$ cat src/rtl/apb_master.sv
// -----------------------------------------------------------------------------
// apb_master
// -----------------------------------------------------------------------------
// Purpose:
//   APB3 requester. Accepts one command at a time on a valid/ready interface,
//   runs a single APB transfer (SETUP, then ACCESS until PREADY) and returns a
//   one-cycle registered response with read data and error status.
//
// Optional feature:
//   APB_MASTER_TIMEOUT_EN - when defined, an ACCESS-phase watchdog aborts a
//   transfer that sees PREADY low for TIMEOUT_CYCLES consecutive ACCESS cycles.
//   When undefined, ACCESS waits indefinitely and rsp_timeout is tied to 0.
//
// Ports:
//   PCLK, PRESET            clock, synchronous active-high reset
//   cmd_valid/cmd_ready     command handshake
//   cmd_write/addr/wdata    command payload
//   rsp_valid               one-cycle response pulse
//   rsp_rdata/err/timeout   response payload (held between responses)
//   PADDR/PSEL/PENABLE/
//   PWRITE/PWDATA           APB request outputs (all registered)
//   PREADY/PRDATA/PSLVERR   APB completer inputs
// -----------------------------------------------------------------------------
module apb_master #(
    parameter int ADDR_WIDTH     = 32,
    parameter int DATA_WIDTH     = 32,
    parameter int TIMEOUT_CYCLES = 16
) (
    input  logic                  PCLK,
    input  logic                  PRESET,
    input  logic                  cmd_valid,
    output logic                  cmd_ready,
    input  logic                  cmd_write,
    input  logic [ADDR_WIDTH-1:0] cmd_addr,
    input  logic [DATA_WIDTH-1:0] cmd_wdata,
    output logic                  rsp_valid,
    output logic [DATA_WIDTH-1:0] rsp_rdata,
    output logic                  rsp_err,
    output logic                  rsp_timeout,
    output logic [ADDR_WIDTH-1:0] PADDR,
    output logic                  PSEL,
    output logic                  PENABLE,
    output logic                  PWRITE,
    output logic [DATA_WIDTH-1:0] PWDATA,
    input  logic                  PREADY,
    input  logic [DATA_WIDTH-1:0] PRDATA,
    input  logic                  PSLVERR
);

    typedef enum logic [1:0] {
        ST_IDLE   = 2'd0,
        ST_SETUP  = 2'd1,
        ST_ACCESS = 2'd2
    } state_t;

    state_t                r_state;
    logic                  r_cmd_ready;
    logic                  r_psel;
    logic                  r_penable;
    logic                  r_pwrite;
    logic [ADDR_WIDTH-1:0] r_paddr;
    logic [DATA_WIDTH-1:0] r_pwdata;
    logic                  r_rsp_valid;
    logic [DATA_WIDTH-1:0] r_rsp_rdata;
    logic                  r_rsp_err;

`ifdef APB_MASTER_TIMEOUT_EN
    // Counter wide enough to hold TIMEOUT_CYCLES-1 for any TIMEOUT_CYCLES >= 1.
    localparam int                CNT_W   = $clog2(TIMEOUT_CYCLES + 1);
    localparam logic [CNT_W-1:0]  LP_LAST = CNT_W'(TIMEOUT_CYCLES - 1);

    logic [CNT_W-1:0] r_wait_cnt;
    logic             r_rsp_timeout;
`else
    // TIMEOUT_CYCLES only matters when the watchdog is built in.
    logic w_unused_timeout;
    assign w_unused_timeout = (TIMEOUT_CYCLES != 0);
`endif

    // Transfer FSM with registered APB outputs, command ready and response.
    always_ff @(posedge PCLK) begin
        if (PRESET) begin
            r_state       <= ST_IDLE;
            r_cmd_ready   <= 1'b1;
            r_psel        <= 1'b0;
            r_penable     <= 1'b0;
            r_pwrite      <= 1'b0;
            r_paddr       <= {ADDR_WIDTH{1'b0}};
            r_pwdata      <= {DATA_WIDTH{1'b0}};
            r_rsp_valid   <= 1'b0;
            r_rsp_rdata   <= {DATA_WIDTH{1'b0}};
            r_rsp_err     <= 1'b0;
`ifdef APB_MASTER_TIMEOUT_EN
            r_wait_cnt    <= {CNT_W{1'b0}};
            r_rsp_timeout <= 1'b0;
`endif
        end else begin
            // Response is a single-cycle pulse; payload holds its last value.
            r_rsp_valid <= 1'b0;
            case (r_state)
                ST_IDLE: begin
                    if (cmd_valid && r_cmd_ready) begin
                        r_paddr     <= cmd_addr;
                        r_pwrite    <= cmd_write;
                        r_pwdata    <= cmd_wdata;
                        r_psel      <= 1'b1;
                        r_penable   <= 1'b0;
                        r_cmd_ready <= 1'b0;
                        r_state     <= ST_SETUP;
                    end else begin
                        r_cmd_ready <= 1'b1;
                        r_state     <= ST_IDLE;
                    end
                end
                ST_SETUP: begin
                    r_penable <= 1'b1;
                    r_state   <= ST_ACCESS;
`ifdef APB_MASTER_TIMEOUT_EN
                    r_wait_cnt <= {CNT_W{1'b0}};
`endif
                end
                ST_ACCESS: begin
                    if (PREADY) begin
                        // Read data is only returned for successful reads.
                        r_rsp_rdata <= (!r_pwrite && !PSLVERR) ? PRDATA : {DATA_WIDTH{1'b0}};
                        r_rsp_err   <= PSLVERR;
                        r_rsp_valid <= 1'b1;
                        r_psel      <= 1'b0;
                        r_penable   <= 1'b0;
                        r_cmd_ready <= 1'b1;
                        r_state     <= ST_IDLE;
`ifdef APB_MASTER_TIMEOUT_EN
                        r_rsp_timeout <= 1'b0;
                    end else if (r_wait_cnt == LP_LAST) begin
                        // Watchdog expired: abort with an error response.
                        r_rsp_rdata   <= {DATA_WIDTH{1'b0}};
                        r_rsp_err     <= 1'b1;
                        r_rsp_timeout <= 1'b1;
                        r_rsp_valid   <= 1'b1;
                        r_psel        <= 1'b0;
                        r_penable     <= 1'b0;
                        r_cmd_ready   <= 1'b1;
                        r_state       <= ST_IDLE;
                    end else begin
                        r_wait_cnt <= r_wait_cnt + CNT_W'(1);
                        r_state    <= ST_ACCESS;
                    end
`else
                    end else begin
                        r_state <= ST_ACCESS;
                    end
`endif
                end
                default: begin
                    r_state     <= ST_IDLE;
                    r_psel      <= 1'b0;
                    r_penable   <= 1'b0;
                    r_cmd_ready <= 1'b1;
                end
            endcase
        end
    end

    assign cmd_ready = r_cmd_ready;
    assign PSEL      = r_psel;
    assign PENABLE   = r_penable;
    assign PWRITE    = r_pwrite;
    assign PADDR     = r_paddr;
    assign PWDATA    = r_pwdata;
    assign rsp_valid = r_rsp_valid;
    assign rsp_rdata = r_rsp_rdata;
    assign rsp_err   = r_rsp_err;
`ifdef APB_MASTER_TIMEOUT_EN
    assign rsp_timeout = r_rsp_timeout;
`else
    assign rsp_timeout = 1'b0;
`endif

endmodule

$ cat config.mk
export PLATFORM = sky130hd
export DESIGN_NAME = apb_master
export DESIGN_NICKNAME = d
export VERILOG_FILES = /design/src/rtl/apb_master.sv
export SDC_FILE = /design/constraint.sdc
export NUM_CORES = 1
export LEC_CHECK = 0
export ABC_AREA = 1
export CORE_MARGIN = 3
export CORE_UTILIZATION = 30
export DETAILED_ROUTE_END_ITERATION = 10
export MAX_ROUTING_LAYER = met4
export PLACE_DENSITY = 0.78
export SYNTH_ARGS = -nofsm -noshare
export SYNTH_HDL_FRONTEND = slang
export SYNTH_SLANG_ARGS = --single-unit
$ cat constraint.sdc
create_clock -name PCLK -period 1 [get_ports PCLK]
set_input_delay 0.25 -clock PCLK [delete_from_list [all_inputs] [get_ports PCLK]]
set_output_delay 0.25 -clock PCLK [all_outputs]
set_load 0.005 [all_outputs]
==> out/summary.md, run 1 <==
The run finished, with violations left. The final reports fail on setup timing. The detail route stage leaves a number of antenna-violating nets equal to 0. STA puts the critical path data required time at 1.22 ns. The first TritonRoute pass finished after 4 iterations. Measured in cells, the most critical reg-to-reg path has a length of 5. Count of final setup violators: 203. The area growth from synthesis to layout works out to 93.2%. The number of antenna violations at the first check in global routing was 0. The number of buffers and inverters on the critical path is 2. The startpoint identified for the worst hold timing path is PRESET. The library cell contributing the largest single delay on the critical path was sky130_fd_sc_hd__dfxtp_4. Port buffering added 203 buffers. After synthesis, the cell types taking the most area are sky130_fd_sc_hd__dfxtp_1 (56%), sky130_fd_sc_hd__nor2_1 (14%), sky130_fd_sc_hd__o21ai_0 (8.9%).

Measured along the x axis, the die boundary spans 117 um. In the final timing run, aggregate negative setup slack is -12.39 ns. The total routing resource utilization after global routing was 0.161; the number of warning messages in the yosys log was 0. The peak fanout along the critical path is 8, and the die span in y is 117 um. Once detailed placement completed, the half-perimeter wirelength came to 8240 um.

Summing internal, switching and leakage power gives 10900 uW. Counting the fill cells in the layout gives 1032. Wires add up to 13400 um.

The length of routed met2 wiring is 6720 um. Traced cell by cell, the critical path runs through buf_6 > nand3_4 > clkbuf_16 > nand3_1 > o21ai_1. For the total count of max-transition violations in the final report, the log shows 0. After detailed routing, the number of remaining DRC violations is 0. Averaged over all synthesized cells, the footprint is 8.02 um2.

By area, the combinational part of the netlist is dominated by simple AND/OR/NAND/NOR gates. The data arrival time of the worst path was 1.37 ns. In the layout the commonest cells are sky130_fd_sc_hd__nor2_1 (125), sky130_fd_sc_hd__dfxtp_2 (102), sky130_fd_sc_hd__clkdlybuf4s50_1 (98). The tools report the capturing element type of the critical path as a register. TritonCTS built the clock tree. The largest net degree at the start of global routing is 36. Across the VDD grid, the largest voltage drop is 0.802 mV. The H-tree was split into 3 levels. Average routed wire per standard cell: 15.4 um.

The endpoint of the most critical register-to-register path was rsp_rdata[4]. The share of the synthesized area in the top cell type was 0.561; the die outline area was 0.0137 mm2. The logs give 0.00305 uW for the leakage power summed over all cells and 17000 um for the wire length of the first global-routing pass. After clock tree synthesis, the clock-pin slew on the worst setup and hold paths is 0.07 ns. The fraction of the mapped netlist area in simple logic gates was 0.237. For the via count of the first global-routing pass, the log shows 3637.

The run gives 0.0121 mm2 as the placeable core region. In this run the worst hold path is classified as in -> reg. The number of cells on the worst hold path works out to 3. After synthesis the cells add up to 0.00371 mm2. The number of placed instances, taps included, is 820.

The finished layout holds 873 standard cells, fillers aside. In this run the count of I/O pins placed on the die edge is 205. For the clock latency reported for the late side of the worst-skew pair, the log shows 0.34 ns. The CTS buffer count was 9. Counting every instance in the synthesized netlist gives 463.

Top routing layer in use: met4. For this design, the sink count on the clock tree is 104. Portion of netlist area occupied by mux cells: 0. The routed length on met1 was 5510 um; the share of the clock period used by the worst path was 1.15. The compound-cell area share of the yosys netlist works out to 0.135. 0 antenna diodes ended up in the layout. The number of violations of the max-capacitance limit was 0. For the via count, the log shows 4085. The distinct cell type count of the synthesized netlist is 20, and the maximum frequency from static timing analysis is 0.872 GHz. The worst setup slack after layout is -0.147 ns, and the cell row count is 40. The power density normalized to cell area came out at 1520 mW/mm2.

In this run the critical register-to-register path is launched from r_state[1]. Once placement finished, the instance area stood at 0.00600 mm2. The cell family with the largest share of critical-path delay is flip-flops.

The share of synthesized cell area in full adder, half adder and majority cells is 0. The synthesized-area fraction occupied by xor and xnor cells is 0. After detailed routing, the met3 layer carries 907 um of wire. Counting along the longest clock path gives a buffer depth of 2.

The number of hold-slack violations in the final timing report is 0. The worst hold path terminates at r_state[1]. The share of final-layout standard cells stronger than drive strength 1 was 0.491. The reg2reg setup slack was -0.15 ns. Net count after synthesis: 565.

For this block, the initial DRC count from the detailed router was 169. For the final non-filler cell area, the log shows 0.00717 mm2. The congestion estimate from routability-driven global placement came to 0.745. The final period demand of the worst path is 1.15 ns, and the peak per-stage delay on the critical path is 0.37 ns.

The critical path startpoint category is a register. The synthesized design spends more area on one cell type than any other, namely sky130_fd_sc_hd__dfxtp_1. For this run the aggregate overflow at the end of global routing stands at 0. The effective utilization at floorplan is 0.308.

In the final design database the tool counted 802 nets. The source of the critical timing path was r_state[1]. Setup repair after global routing could not meet its margin everywhere. Across the routed clock network, the largest skew measured is 0.00434 ns. The sequential fraction of the synthesis area was 0.561; the via density per instance was 4.68.

The cell at the root of the clock tree is sky130_fd_sc_hd__clkbuf_16. Synthesis inferred 104 register bits. Hold timing on the final database bottoms out at a slack of 0.285 ns.

The critical path is of the reg -> reg type. The most common cell after layout, fill and taps aside is sky130_fd_sc_hd__nor2_1.
## per-stage QoR
| stage | setup WS, ns | util |
|---|---|---|
| floorplan | -0.0522 | - |
| global placement | -0.464 | 0.498 |
| detailed placement | -0.516 | 0.498 |
| CTS | -0.108 | 0.522 |
| global route | -0.195 | 0.595 |
| finish | -0.147 | 0.595 |
## tightest hold or removal path: cells and delay by family
family,cells,cell delay (ns)
compound gates,1,0.03
buf+inv,2,0.30
## cell families after synthesis
group           count (synthesis)
simple gates                  216
compound gates                100
buf+inv                        42
other cells                     1
flops                         104
## area by class of cell
type                    count  area (um2)  area share
repair buffers            260        2730       0.380
clock buffers              11         243      0.0338
inverters                   8        40.0     0.00558
clock inverters             5        55.1     0.00767
well taps                 168         210      0.0293
flip-flops and latches    104        2220       0.309
multi-input cells         317        1680       0.234
## Yosys cell counts
cell type	count
sky130_fd_sc_hd__nor2_1	134
sky130_fd_sc_hd__dfxtp_1	104
sky130_fd_sc_hd__o21ai_0	66
sky130_fd_sc_hd__nand2_1	41
sky130_fd_sc_hd__nand3_1	36
sky130_fd_sc_hd__o21ai_1	31
sky130_fd_sc_hd__clkbuf_1	14
sky130_fd_sc_hd__buf_6	9
sky130_fd_sc_hd__buf_2	6
sky130_fd_sc_hd__inv_1	6
sky130_fd_sc_hd__a21oi_1	3
sky130_fd_sc_hd__buf_4	3
sky130_fd_sc_hd__clkbuf_2	2
sky130_fd_sc_hd__inv_2	2
sky130_fd_sc_hd__conb_1	1
sky130_fd_sc_hd__nand2_4	1
sky130_fd_sc_hd__nand3b_1	1
sky130_fd_sc_hd__nand4_1	1
sky130_fd_sc_hd__nand4_2	1
sky130_fd_sc_hd__nor2_2	1
## routing by layer
metal,global-route usage,vias up
li1,-,1988
met1,0.185,1907
met2,0.273,163
met3,0.0298,27
met4,0.0680,0
met5,-,-
## registers in the layout, summed over array words and instances, names as in the netlist
name and flops:
PWRITE 1, r_state 2, cmd_ready 1, PENABLE 1, rsp_err 1, PWDATA 32, rsp_rdata 32, PADDR 32
PSEL 1, rsp_valid 1
## worst max path at each step
stage / endpoint / slack [ns] / depth (start not counted)
after floorplan: PADDR[0] / -0.05 / 6
after global placement: PWDATA[19] / -0.46 / 8
after detailed placement: rsp_rdata[1] / -0.52 / 5
after CTS: PWDATA[9] / -0.11 / 6
after global routing: rsp_rdata[29] / -0.20 / 5
final: rsp_rdata[4] / -0.15 / 5
## report_power, final
part | leakage (uW) | internal, uW | switching (uW)
clock | 0.000150 | 2010 | 1510
sequential | 0.000894 | 4560 | 228
combinational | 0.00201 | 1480 | 1110
total | 0.00305 | 8050 | 2850
## timing repair
item	CTS	global route
endpoints found under the hold margin	0	0
pin swaps	15	15
setup buffers	6	19
hold buffers	0	0
setup endpoints to repair	202	205
gates resized for setup	585	133
gates cloned	1	11
Note: power is estimated with default switching activity, not from simulation.
==> inputs of run 2 (changes only) <==
Settings changed: ABC_AREA 1 to unset, CTS_BUF_LIST set to sky130_fd_sc_hd__clkbuf_8, PLACE_DENSITY 0.78 to 0.79.
==> out/summary.md, run 2 <==
The detailed router put a total of 5630 um of wire on met1. After global routing the overflow that remains totals 0. The overall die width was 117 um; the number of input and output port buffers inserted was 203.

The cts-stage hold buffer count is 0. Compared with the post-synthesis result, the final layout area differs by 105%. Setup total negative slack on the finished layout was measured at -32.48 ns. The count of final setup violators is 205, and the power density normalized to cell area is 1220 mW/mm2.

The endpoint of the worst hold-timing path is rsp_err. The via density per instance was 4.86. Critical path required time: 1.30 ns. For the number of warning messages in the yosys log, the log shows 0.

The worst hold path begins at PRESET. Counting cells, the worst reg-to-reg path comes to 5. The share of the synthesized area in the top cell type is 0.568, and the post-route antenna net violation count is 0. The tools report the endpoint of the most critical register-to-register path as PWDATA[20]. The peak per-stage delay on the critical path came out at 0.37 ns. The clock drives 104 sinks. The net count of the finished layout is 805. For the total count of max-transition violations in the final report, the log shows 0.

The cell family contributing the most delay on the critical path is simple AND/OR/NAND/NOR gates. The run gives 1.60 ns as the data arrival time of the worst path. The startpoint-to-endpoint class of the critical path is reg -> reg. In this run the top signal layer used is met4.

The cell area that synthesis handed to floorplanning was 0.00366 mm2. The fraction of registers with async set or reset after synthesis works out to 0. The final period demand of the worst path came out at 1.31 ns.

The level count of the clock H-tree was 3; the die span in y was 117 um. The tools report the number of antenna repair diodes as 0. The maximum resistive drop on vdd is 1.52 mV. In this run, synthesis inferred 0 flip-flops with an integrated enable.

The tools report the HPWL after detailed placement as 8220 um. The maximum frequency from static timing analysis came out at 0.766 GHz. The run finished, with violations left. Ranked by instance count, the synthesized netlist is headed by sky130_fd_sc_hd__nand2_1 (164), sky130_fd_sc_hd__dfxtp_1 (104), sky130_fd_sc_hd__a21oi_1 (103). The run gives 0 as the number of hold-slack violations in the final timing report. The count of TritonRoute iterations in the first routing pass was 4. The number of antenna violations at the first check in global routing is 0, and the effective utilization at floorplan is 0.314. The run gives 0.38 ns as the clock latency reported for the late side of the worst-skew pair. Path class of the lowest-slack min-delay path: in -> reg.

The flip-flop cell with the highest count after synthesis is sky130_fd_sc_hd__dfxtp_1. The logs give 2 for the largest buffer count on any clock path and -0.594 ns for the worst setup timing slack at the placement stage. In the synthesized netlist, the number of instances is 456.

The tools report the length of routed met2 wiring as 8020 um. Cell at the root of the clock tree: sky130_fd_sc_hd__clkbuf_8. Counting every net in the synthesized netlist gives 558.

STA classifies the critical path startpoint as a register. Clock skew on the completed layout was measured at 0.0103 ns. Leaving out fill and tap cells, the most frequent cells in the layout are sky130_fd_sc_hd__nand2_1 (120), sky130_fd_sc_hd__dfxtp_2 (101), sky130_fd_sc_hd__clkdlybuf4s50_1 (100).

The floorplan has 39 rows. The run gives 19200 um as the wire length of the first global-routing pass. Cell taking the most area after synthesis: sky130_fd_sc_hd__dfxtp_1. Synthesis inferred 104 register bits.

The peak fanout along the critical path is 6. The routed layout has 4134 vias. The run gives 9 as the CTS buffer count. The logs give 0.814 for the global placement routability congestion and 0 for the number of violations of the max-capacitance limit.

Via count of the first global-routing pass: 3904. TritonCTS built the clock tree. The clock transition at the register clock pins on the worst setup and hold paths after CTS was 0.10 ns. The reg-to-reg critical path startpoint was r_state[0].

The tools report the capturing element type of the critical path as a register. The critical path goes through and4bb_4 > buf_12 > clkbuf_16 > nand2_1 > a21oi_1. Setup repair after global routing could not meet its margin everywhere. Dividing the detail-routed wire length by the instance count gives 17.6 um. The checks that failed: setup timing. Most common cell after layout, fill and taps aside: sky130_fd_sc_hd__nand2_1. The die outline area came out at 0.0136 mm2.

Library cell contributing the largest single delay on the critical path: sky130_fd_sc_hd__and4bb_4. The region available for standard cell placement spans 0.0117 mm2. By instance count, the leading cell after synthesis is sky130_fd_sc_hd__nand2_1. Sorting the synthesized cells by area gives the leading types as sky130_fd_sc_hd__dfxtp_1 (57%), sky130_fd_sc_hd__nand2_1 (17%), sky130_fd_sc_hd__a21oi_1 (14%). The sequential fraction of the synthesis area is 0.568. In this run the register-to-register setup slack is -0.31 ns. The share of final-layout standard cells stronger than drive strength 1 is 0.582, and the number of DRC violations after detailed routing is 0. The first routing iteration left 318 violations. For this design the static power due to leakage is 0.00296 uW. The I/O pin count came out at 205. The worst hold path passes through 2 cells.

The post-synthesis area per instance works out to 8.04 um2. The number of buffers and inverters on the critical path is 2, and the total routing resource utilization after global routing is 0.187. The share of the clock period used by the worst path came out at 1.31. The routed design uses 1020 um of met3 wire.

For the worst setup slack after layout, the log shows -0.305 ns. Counting distinct cell types in the post-synthesis netlist gives 19. The tools report the detailed-route wire length as 14900 um. Entering global routing, the biggest net connects 54 pins.
[run 2: changes by cell type after synthesis, moves of 4 or more]
cell / change
sky130_fd_sc_hd__nor2_1: -130
sky130_fd_sc_hd__nand2_1: +123
sky130_fd_sc_hd__a21oi_1: +100
sky130_fd_sc_hd__o21ai_0: -64
sky130_fd_sc_hd__o21ai_1: -31
sky130_fd_sc_hd__buf_2: +7
sky130_fd_sc_hd__clkbuf_1: +6
sky130_fd_sc_hd__inv_1: -6
sky130_fd_sc_hd__buf_6: -5
sky130_fd_sc_hd__nand3_1: -4
[run 2: power by group]
part	total (uW)	switching, uW	internal (uW)
registers	4550	153	4400
logic	2220	933	1290
clock network	2410	1450	962
[run 2: cells by family (layout without fill, tap and decap cells)]
group | count (synthesis) | in the layout | synth area share
AOI/OAI and AO/OA | 106 | 106 | 0.145
other | 1 | 1 | 0.00102
DFF | 104 | 104 | 0.568
buffers and inverters | 38 | 290 | 0.0526
and+or+nand+nor | 207 | 207 | 0.233
[run 2: how the worst max path moves through the flow]
stage	start	to	slack (ns)	cells past startpoint
floorplan	r_state[1]	PWDATA[10]	-0.18	6
global placement	cmd_valid	PADDR[12]	-0.54	5
global route	r_state[0]	PWDATA[17]	-0.37	5
detailed placement	cmd_valid	PWDATA[23]	-0.59	5
CTS	r_state[1]	PADDR[24]	-0.28	4
finish	r_state[0]	PWDATA[20]	-0.31	5
[run 2: worst register-to-register path: cells and delay by family (launching register included)]
family	cells	cell delay (ns)
buf+inv	2	0.29
simple gates	2	0.42
compound gates	1	0.16
flops	1	0.35
[run 2: timing repair]
action,4_1_cts,5_1_grt
gates cloned,5,14
setup endpoints to repair,204,206
setup buffers,16,20
gates resized for setup,565,147
pin swaps,5,36
[run 2: layout make-up]
cell class                 instances  area (um2)
tap                              143         179
multi-input combinational        314        1980
fill                             907        4150
timing repair buffer             274        2960
sequential                       104        2220
clock buffer                      10         138
clock inverter                     6        36.3
[run 2: routing by layer]
layer | vias up | GRT usage
met5 | - | -
met4 | 0 | 0.0665
met3 | 27 | 0.0575
met2 | 169 | 0.319
met1 | 1943 | 0.207
li1 | 1995 | -
[run 2: through the flow]
| step | total power [uW] | util | hold slack (ns) | std cells | instance area [um2] |
|---|---|---|---|---|---|
| final | 9190 | 0.644 | 0.119 | 851 | 7510 |
| after global routing | 9640 | 0.644 | 0.0949 | 851 | 7510 |
| after CTS | 8740 | 0.553 | 0.0957 | 817 | 6450 |
| after detailed placement | 6220 | 0.520 | 0.446 | 780 | 6060 |
| after global placement | 6170 | 0.520 | 0.437 | 780 | 6060 |
| after floorplan | 5220 | - | 0.381 | 456 | 3910 |
==> inputs of run 3 (changes only) <==
Settings changed: SLEW_MARGIN set to 15.
==> results of run 3 <==
Final layout, timing and power as in run 2 (identical DEF).
